[src/rtl/sync_fifo_param_pkg.sv]
// Shared definitions for the single-clock parametrised FIFO.
package sync_fifo_param_pkg;

  typedef enum logic {
    FIFO_MODE_STD  = 1'b0,
    FIFO_MODE_FWFT = 1'b1
  } fifo_mode_e;

  function automatic int unsigned clog2(input int unsigned n);
    int unsigned r;
    r = 0;
    for (int unsigned v = n - 1; v > 0; v = v >> 1) begin
      r++;
    end
    return r;
  endfunction

endpackage

[src/rtl/sync_fifo_param_sync_dpram.sv]
// Simple dual-port RAM, one clock, registered read with read-enable.
module sync_dpram #(
  parameter int WIDTH = 16,
  parameter int PTR   = 4
) (
  input  logic             clk,
  input  logic             rst,
  input  logic             wr_en,
  input  logic [PTR-1:0]   wr_addr,
  input  logic [WIDTH-1:0] wr_data,
  input  logic             rd_en,
  input  logic [PTR-1:0]   rd_addr,
  output logic [WIDTH-1:0] rd_data
);

  localparam int DEPTH = 1 << PTR;

  logic [WIDTH-1:0] mem [DEPTH];

  always_ff @(posedge clk) begin
    if (wr_en) mem[wr_addr] <= wr_data;
  end

  always_ff @(posedge clk or posedge rst) begin
    if (rst)        rd_data <= '0;
    else if (rd_en) rd_data <= mem[rd_addr];
  end

endmodule

[src/rtl/sync_fifo_param.sv]
// Single-clock FIFO with standard or first-word-fall-through read mode,
// programmable thresholds, occupancy count and sticky error flags.
module sync_fifo_param
  import sync_fifo_param_pkg::*;
#(
  parameter int WIDTH    = 16,
  parameter int PTR      = 4,
  parameter int AF_LEVEL = (1 << PTR) - 2,
  parameter int AE_LEVEL = 2,
  parameter int FWFT     = 0
) (
  input  logic             clk,
  input  logic             rst,
  input  logic [WIDTH-1:0] wr_data,
  input  logic             wr_en,
  output logic             full,
  output logic             almost_full,
  input  logic             rd_en,
  output logic [WIDTH-1:0] rd_data,
  output logic             rd_valid,
  output logic             empty,
  output logic             almost_empty,
  output logic [PTR:0]     count,
  input  logic             err_clr,
  output logic             overflow,
  output logic             underflow
);

  localparam int          DEPTH = 1 << PTR;
  localparam logic [31:0] AF_L  = 32'(AF_LEVEL);
  localparam logic [31:0] AE_L  = 32'(AE_LEVEL);

  logic [PTR:0]     wr_ptr, rd_ptr;
  logic [31:0]      count_w;
  logic             wr_acc, rd_acc;
  logic             ram_we, ram_re;
  logic [WIDTH-1:0] ram_dout;

  assign count_w      = 32'(count);
  assign full         = (count_w == 32'(DEPTH));
  assign empty        = (count == '0);
  assign almost_full  = (count_w >= AF_L);
  assign almost_empty = (count_w <= AE_L);
  assign wr_acc       = wr_en && !full;
  assign rd_acc       = rd_en && !empty;

  always_ff @(posedge clk or posedge rst) begin
    if (rst) begin
      count     <= '0;
      wr_ptr    <= '0;
      rd_ptr    <= '0;
      overflow  <= 1'b0;
      underflow <= 1'b0;
    end else begin
      if (wr_acc && !rd_acc)      count <= count + 1'b1;
      else if (rd_acc && !wr_acc) count <= count - 1'b1;
      if (ram_we) wr_ptr <= wr_ptr + 1'b1;
      if (ram_re) rd_ptr <= rd_ptr + 1'b1;
      // a new error event outranks a simultaneous clear
      if (wr_en && full)  overflow <= 1'b1;
      else if (err_clr)   overflow <= 1'b0;
      if (rd_en && empty) underflow <= 1'b1;
      else if (err_clr)   underflow <= 1'b0;
    end
  end

  sync_dpram #(
    .WIDTH (WIDTH),
    .PTR   (PTR)
  ) u_ram (
    .clk     (clk),
    .rst     (rst),
    .wr_en   (ram_we),
    .wr_addr (wr_ptr[PTR-1:0]),
    .wr_data (wr_data),
    .rd_en   (ram_re),
    .rd_addr (rd_ptr[PTR-1:0]),
    .rd_data (ram_dout)
  );

  if (FWFT == int'(FIFO_MODE_FWFT)) begin : g_fwft
    // Head word lives either in the bypass register or in the RAM read
    // register; the RAM only holds the words behind the head.
    logic             bypass;
    logic             head_from_ram;
    logic [WIDTH-1:0] byp_data;

    assign bypass   = wr_acc && (empty || (count_w == 32'd1 && rd_acc));
    assign ram_we   = wr_acc && !bypass;
    assign ram_re   = rd_acc && (count_w > 32'd1);
    assign rd_valid = !empty;
    assign rd_data  = head_from_ram ? ram_dout : byp_data;

    always_ff @(posedge clk or posedge rst) begin
      if (rst) begin
        byp_data      <= '0;
        head_from_ram <= 1'b0;
      end else if (bypass) begin
        byp_data      <= wr_data;
        head_from_ram <= 1'b0;
      end else if (ram_re) begin
        head_from_ram <= 1'b1;
      end
    end
  end else begin : g_std
    assign ram_we  = wr_acc;
    assign ram_re  = rd_acc;
    assign rd_data = ram_dout;

    always_ff @(posedge clk or posedge rst) begin
      if (rst) rd_valid <= 1'b0;
      else     rd_valid <= rd_acc;
    end
  end

endmodule

[config.mk]
export PLATFORM = sky130hd
export DESIGN_NAME = sync_fifo_param
export DESIGN_NICKNAME = d
export VERILOG_FILES = /design/src/rtl/sync_fifo_param_pkg.sv /design/src/rtl/sync_fifo_param_sync_dpram.sv /design/src/rtl/sync_fifo_param.sv
export SDC_FILE = /design/constraint.sdc
export NUM_CORES = 1
export LEC_CHECK = 0
export CAP_MARGIN = 20
export CELL_PAD_IN_SITES_DETAIL_PLACEMENT = 0
export CELL_PAD_IN_SITES_GLOBAL_PLACEMENT = 1
export CORE_MARGIN = 1.5
export CORE_UTILIZATION = 40
export CTS_CLUSTER_DIAMETER = 50
export DETAILED_ROUTE_END_ITERATION = 8
export GPL_TIMING_DRIVEN = 0
export PLACE_DENSITY = 0.59
export SLEW_MARGIN = 20
export SYNTH_ARGS = -nofsm -noshare
export SYNTH_HDL_FRONTEND = slang
export SYNTH_SLANG_ARGS = --single-unit
[constraint.sdc]
create_clock -name clk -period 6.15 [get_ports clk]
set_clock_uncertainty 0.15 [all_clocks]
set_input_delay 1.23 -clock clk [delete_from_list [all_inputs] [get_ports clk]]
set_output_delay 1.23 -clock clk [all_outputs]
set_load 0.005 [all_outputs]
Yosys cells after proc, flatten, opt, wreduce, memory -nomap -nowiden
Memory sizes are Yosys's and may differ from the RTL's. A register that Yosys moved wholly into a read port is not among the register bits. Index checks and enable logic that the tools add are counted.

Input port bits: 21. Memories kept: 1. Logic and storage cells: 35. Register bits: 18. Output and inout bits: 28. RAM bits: 256.

$add $sub $neg: 4. $lt $le $gt $ge: 2. Multiplexer cells: 7. Equal/unequal tests: 1. Reductions and logical operators: 14.

Memory list: u_ram.mem (words 16, bits a word 16, rd ports 1, clocked after memory_dff 1, wr ports 1, RTL line sync_fifo_param_sync_dpram.sv:18) `logic [WIDTH-1:0] mem [DEPTH];`.

Operators with widths (number): $add 5x1->5 const B (3); $mux 5 (2); $logic_and 1x1->1 (6); $reduce_bool 2->1 (3); $eq 5x5->1 const B (1); $ge 5x4->1 const B (1); $le 5x2->1 const B (1); $logic_not 5->1 (1); $mux 1 (5); $sub 5x1->5 const B (1); $logic_not 1->1 (4).

Longest topological paths before layout
Word-level depth: 7. Mapped depth: 12. Gate-level depth less buffers: 10.

Cells and area by module
From an unflattened synthesis, not the netlist that was laid out.

Cells, all modules: 535. Area total of the unflattened synthesis: 11387.2 µm².

By module, submodules not included: sync_dpram (seq. area each 8087.8 µm², cells an instance 453, instances 1, area each 10467.5 µm²); sync_fifo_param (seq. area each 400.4 µm², cells an instance 82, instances 1, area each 919.6 µm²).

Least setup slack after synthesis
Ideal clock, no wire load.

Path kind: input -> register. Start point: in wr_en. End point: mem u_ram.mem[3][0], enable pin. Library setup time: 0.409 ns. Arrival: 2.925 ns. Stages: 4. Buffers on the path: 0. Setup slack: 2.666 ns. Data required time: 5.591 ns. Cells stage by stage: inv_1 > a31oi_2 > nand2_1 > nor3_1.

Word-level cells in the longest chain between the ends: 3.

RTL lines: from (decl) (RTL line sync_fifo_param.sv:15) `input logic wr_en,`; $logic_and 1x1->1 (RTL line sync_fifo_param.sv:44) `assign wr_acc = wr_en && !full;`; named net ram_we (RTL line sync_fifo_param.sv:36) `logic ram_we, ram_re;`; $mux 1 (RTL line sync_fifo_param_sync_dpram.sv:21) `if (wr_en) mem[wr_addr] <= wr_data;`; $mux 1 (not written as such) (RTL line sync_fifo_param_sync_dpram.sv:21); to (decl) (RTL line sync_fifo_param_sync_dpram.sv:18).

The timed path passes the listed nets, and every way through them passes these cells.

Worst setup path in the final report
Start point: in rd_en. End point: reg count[4].

Word-level cells in the longest chain between the ends: 4. Elaborated cells on any way between the ends: 6. Classes of those cells: 1 x mux; 5 x reduce/logical.

RTL lines: from (decl) (RTL line sync_fifo_param.sv:18) `input logic rd_en,`; $logic_and 1x1->1 (*) (RTL line sync_fifo_param.sv:45) `assign rd_acc = rd_en && !empty;`; named net ram_re (RTL line sync_fifo_param.sv:36); $logic_not 1->1 (RTL line sync_fifo_param.sv:55) `if (wr_acc && !rd_acc) count <= count + 1'b1;`; $logic_and 1x1->1 (RTL line sync_fifo_param.sv:55); $mux 5 or $reduce_bool 2->1 (tied branches); to (signal assigned) (RTL line sync_fifo_param.sv:55); to (signal assigned) (RTL line sync_fifo_param.sv:56) `else if (rd_acc && !wr_acc) count <= count - 1'b1;`; to (decl) (RTL line sync_fifo_param.sv:23) `output logic [PTR:0] count,`.

Mark *: on every way through the listed nets, which the timed path passes. The rest lies on a longest branch. A chain may end at the register's enable or synchronous reset.

==> results.cfg <==
[synth]
avgSynthCellArea_um2 = 21.1
syn_nets = 558
yosys_warnings = 0
synth_ff_type = edfxtp_1
syn-instance-count = 527
synthArstFlopShare = 0.111
synth_area_um2 = 11100
ys_ff_latch = 288
ys_seq_area_frac = 0.762
ys_types = 35
synth_common_cells = edfxtp_1, mux4_2, dfrtp_1, o22ai_1, a21oi_1
yosys.area.top_type = edfxtp_1
netlist.area_leader.share = 0.690
yosysMostFrequentCell = edfxtp_1
synthTopCellsByArea = edfxtp_1, mux4_2, dfrtp_1
synth_edf_count = 256

[clock_tree]
ctsResizeCount = 0
cts_buffers = 34
clk_latency_ns = 0.50
cts_setup_buffers = 0
cts-htree-levels = 2
clock-sinks = 288
cts_tree = done
cts_buffer_depth = 3
cts_hold_buf = 0
cts_root_buffer = clkbuf_16
clkTransAtPathRegs_ns = 0.05

[routing]
vias = 5333
wl_per_cell_um = 22.7
wirelength_um = 23300
first_pass_iters = 4
avgViaCountPerCell = 5.18
ant_nets = 0
drt-initial-drc-count = 344
drc = 0

[placed_design]
place_inst = 967
port_buffers = 48
gp_congestion = 0.795
postPlaceCellArea_um2 = 12400
dp_hpwl_um = 16200

[worst_setup_path]
timing.critical_path.fanout_max = 10
worst-r2r-cell-count = 12
worstReg2RegStart = count[2]
worst_path_max_delay_cell = clkdlybuf4s50_1
worst_ep_arrival_time_ns = 3.95
crit_type = input pin to flop
cp_top_family = buffers and inverters
crit_path_max_incr_delay_ns = 0.55
cp_num_buf_inv = 5
start_kind = input pin
endpoint_kind = flop
rrSetupSlack_ns = 2.79
cp_data_required_time_ns = 6.41
r2r_end = count[4]
cp_cell_sequence = clkdlybuf4s50_1 -> o31a_1 -> buf_2 -> buf_2 -> inv_2 -> ha_1 -> inv_1 -> ha_1 -> a21o_1 -> a21oi_1 -> mux2i_1 -> xnor2_1

[final_layout]
nets = 662
drive_gt1_frac = 0.294
fin_cells = 1030
stdcell_area_um2 = 13500
fin_util = 0.497
n_fill_cell = 2265
area_delta_synth_final_pct = 21.3

[pwr]
p_sw_frac = 0.285
p_int_mw = 4.57
powerDensity_nw_per_um2 = 474
p_leak_nw = 4.44
peakVddDrop_mv = 0.223
comb_power_share = 0.291
p_sw_mw = 1.83
clockPowerShare = 0.311
p_seq_frac = 0.398

[floorplan]
core_um2 = 27200
die_w_um = 170
die-area_um2 = 28900
initial_core_util = 0.410
io_pins = 49
rows = 60
fp.dieH_um = 170

[timing]
slew_viol_final = 0
finalSetupTns_ns = 0
period_share = 0.600
tightest_slew_ns = 0.740
holdWs_ns = 0.361
hold_viol_final = 0
setup_violations = 0
layout_min_cycle_time_ns = 3.69
max_slew_margin = 0.507
grt_setup_unrepaired = false
fmax_mhz = 271

[global_route]
antenna_found_initial = 0
grt_pass1_wl_um = 35700
grt_pass1_vias = 5741
grt_overflow = 0
grt_use_total = 0.171
grt_max_degree = 33

[hold_path]
hold_path_startpoint = overflow
hold_path_class = flop to flop
worstHoldPathCells = 1
min_to = overflow

[outcome]
status = complete, no violations

[flow_run]
drv_cap = 0
==> layout make-up <==
class                           instances  area, um^2  share of cell area
Timing Repair Buffer                   68         706              0.0522
Clock buffer                           49        1020              0.0756
Inverter                                7        26.3             0.00194
Clock inverter                         13         126             0.00935
Multi-Input combinational cell        203        2510               0.186
Tap cell                              372         465              0.0345
Sequential cell                       288        8490               0.628
Buffer                                 29         165              0.0122
Antenna cell                            1        2.50            0.000185
==> layout by cell type, fill, tap and decap left out, types with 8 or more instances in the layout <==
| cell type | synthesis | routed |
|---|---|---|
| clkdlybuf4s50_1 | 0 | 48 |
| mux2_2 | 17 | 17 |
| ha_1 | 9 | 9 |
| mux4_2 | 64 | 64 |
| o22ai_1 | 30 | 30 |
| nand2_1 | 9 | 9 |
| dfrtp_1 | 32 | 32 |
| buf_6 | 4 | 8 |
| buf_2 | 9 | 9 |
| buf_8 | 0 | 8 |
| buf_4 | 4 | 12 |
| a21oi_1 | 19 | 19 |
| nor2_2 | 0 | 12 |
| edfxtp_1 | 256 | 256 |
| clkbuf_16 | 0 | 37 |
| xnor2_1 | 8 | 8 |
| clkbuf_1 | 9 | 16 |
==> logic make-up (layout without fill, tap and decap cells) <==
logic type | Yosys count | count (layout) | synth area share
mux | 83 | 83 | 0.148
fa+ha+maj | 10 | 10 | 0.0119
compound gates | 62 | 62 | 0.0370
flops | 288 | 288 | 0.762
simple gates | 38 | 38 | 0.0156
other cells | 0 | 1 | 0
xor+xnor | 10 | 10 | 0.00786
buf+inv | 36 | 166 | 0.0172
==> per-stage QoR <==
step | total power [mW] | setup slack (ns)
after floorplan | 3.76 | 2.67
after global placement | 4.40 | 0.820
after detailed placement | 4.48 | 1.96
after CTS | 6.49 | 2.48
after global routing | 6.70 | 2.27
final | 6.40 | 2.46
==> registers in the layout, indices dropped and copies added (netlist names) <==
signal,flops
u_ram.mem,256
u_ram.rd_data,16
count,5
rd_ptr,4
wr_ptr,4
overflow,1
rd_valid,1
underflow,1
==> layer usage <==
metal / track usage / share of wire
met5: 0 / 0
met4: 0.0516 / 0.023
met3: 0.0270 / 0.043
met2: 0.286 / 0.50
met1: 0.233 / 0.43
==> worst max path at each step <==
stage,slack [ns],from,cells after the start,to
final,2.46,rd_en,12,count[4]
after global routing,2.27,rd_en,12,count[4]
after CTS,2.48,rd_en,12,count[4]
after detailed placement,1.96,rd_en,12,count[4]
after global placement,0.82,wr_en,5,u_ram.mem[3][7]
after floorplan,2.67,wr_en,4,u_ram.mem[3][0]
==> power by group through the flow <==
stage	clock network [mW]	logic [mW]	registers, mW
6_report	1.99	1.86	2.54
5_1_grt	2.11	2.02	2.57
3_5_place_dp	0	1.90	2.59
2_1_floorplan	0	1.21	2.55
3_3_place_gp	0	1.82	2.58
4_1_cts	2.04	1.90	2.55
==> worst register-to-register path, delay by kind of cell, from the launching register on <==
kind / cells / cell delay [ns]
AO/OA/AOI/OAI: 3 / 0.65
buffers and inverters: 4 / 0.61
adder cells (fa/ha/maj): 2 / 0.58
flip-flops: 1 / 0.46
AND/OR/NAND/NOR: 1 / 0.46
multiplexers: 1 / 0.25
XOR/XNOR: 1 / 0.14
Power figures use the tool's default switching activity.
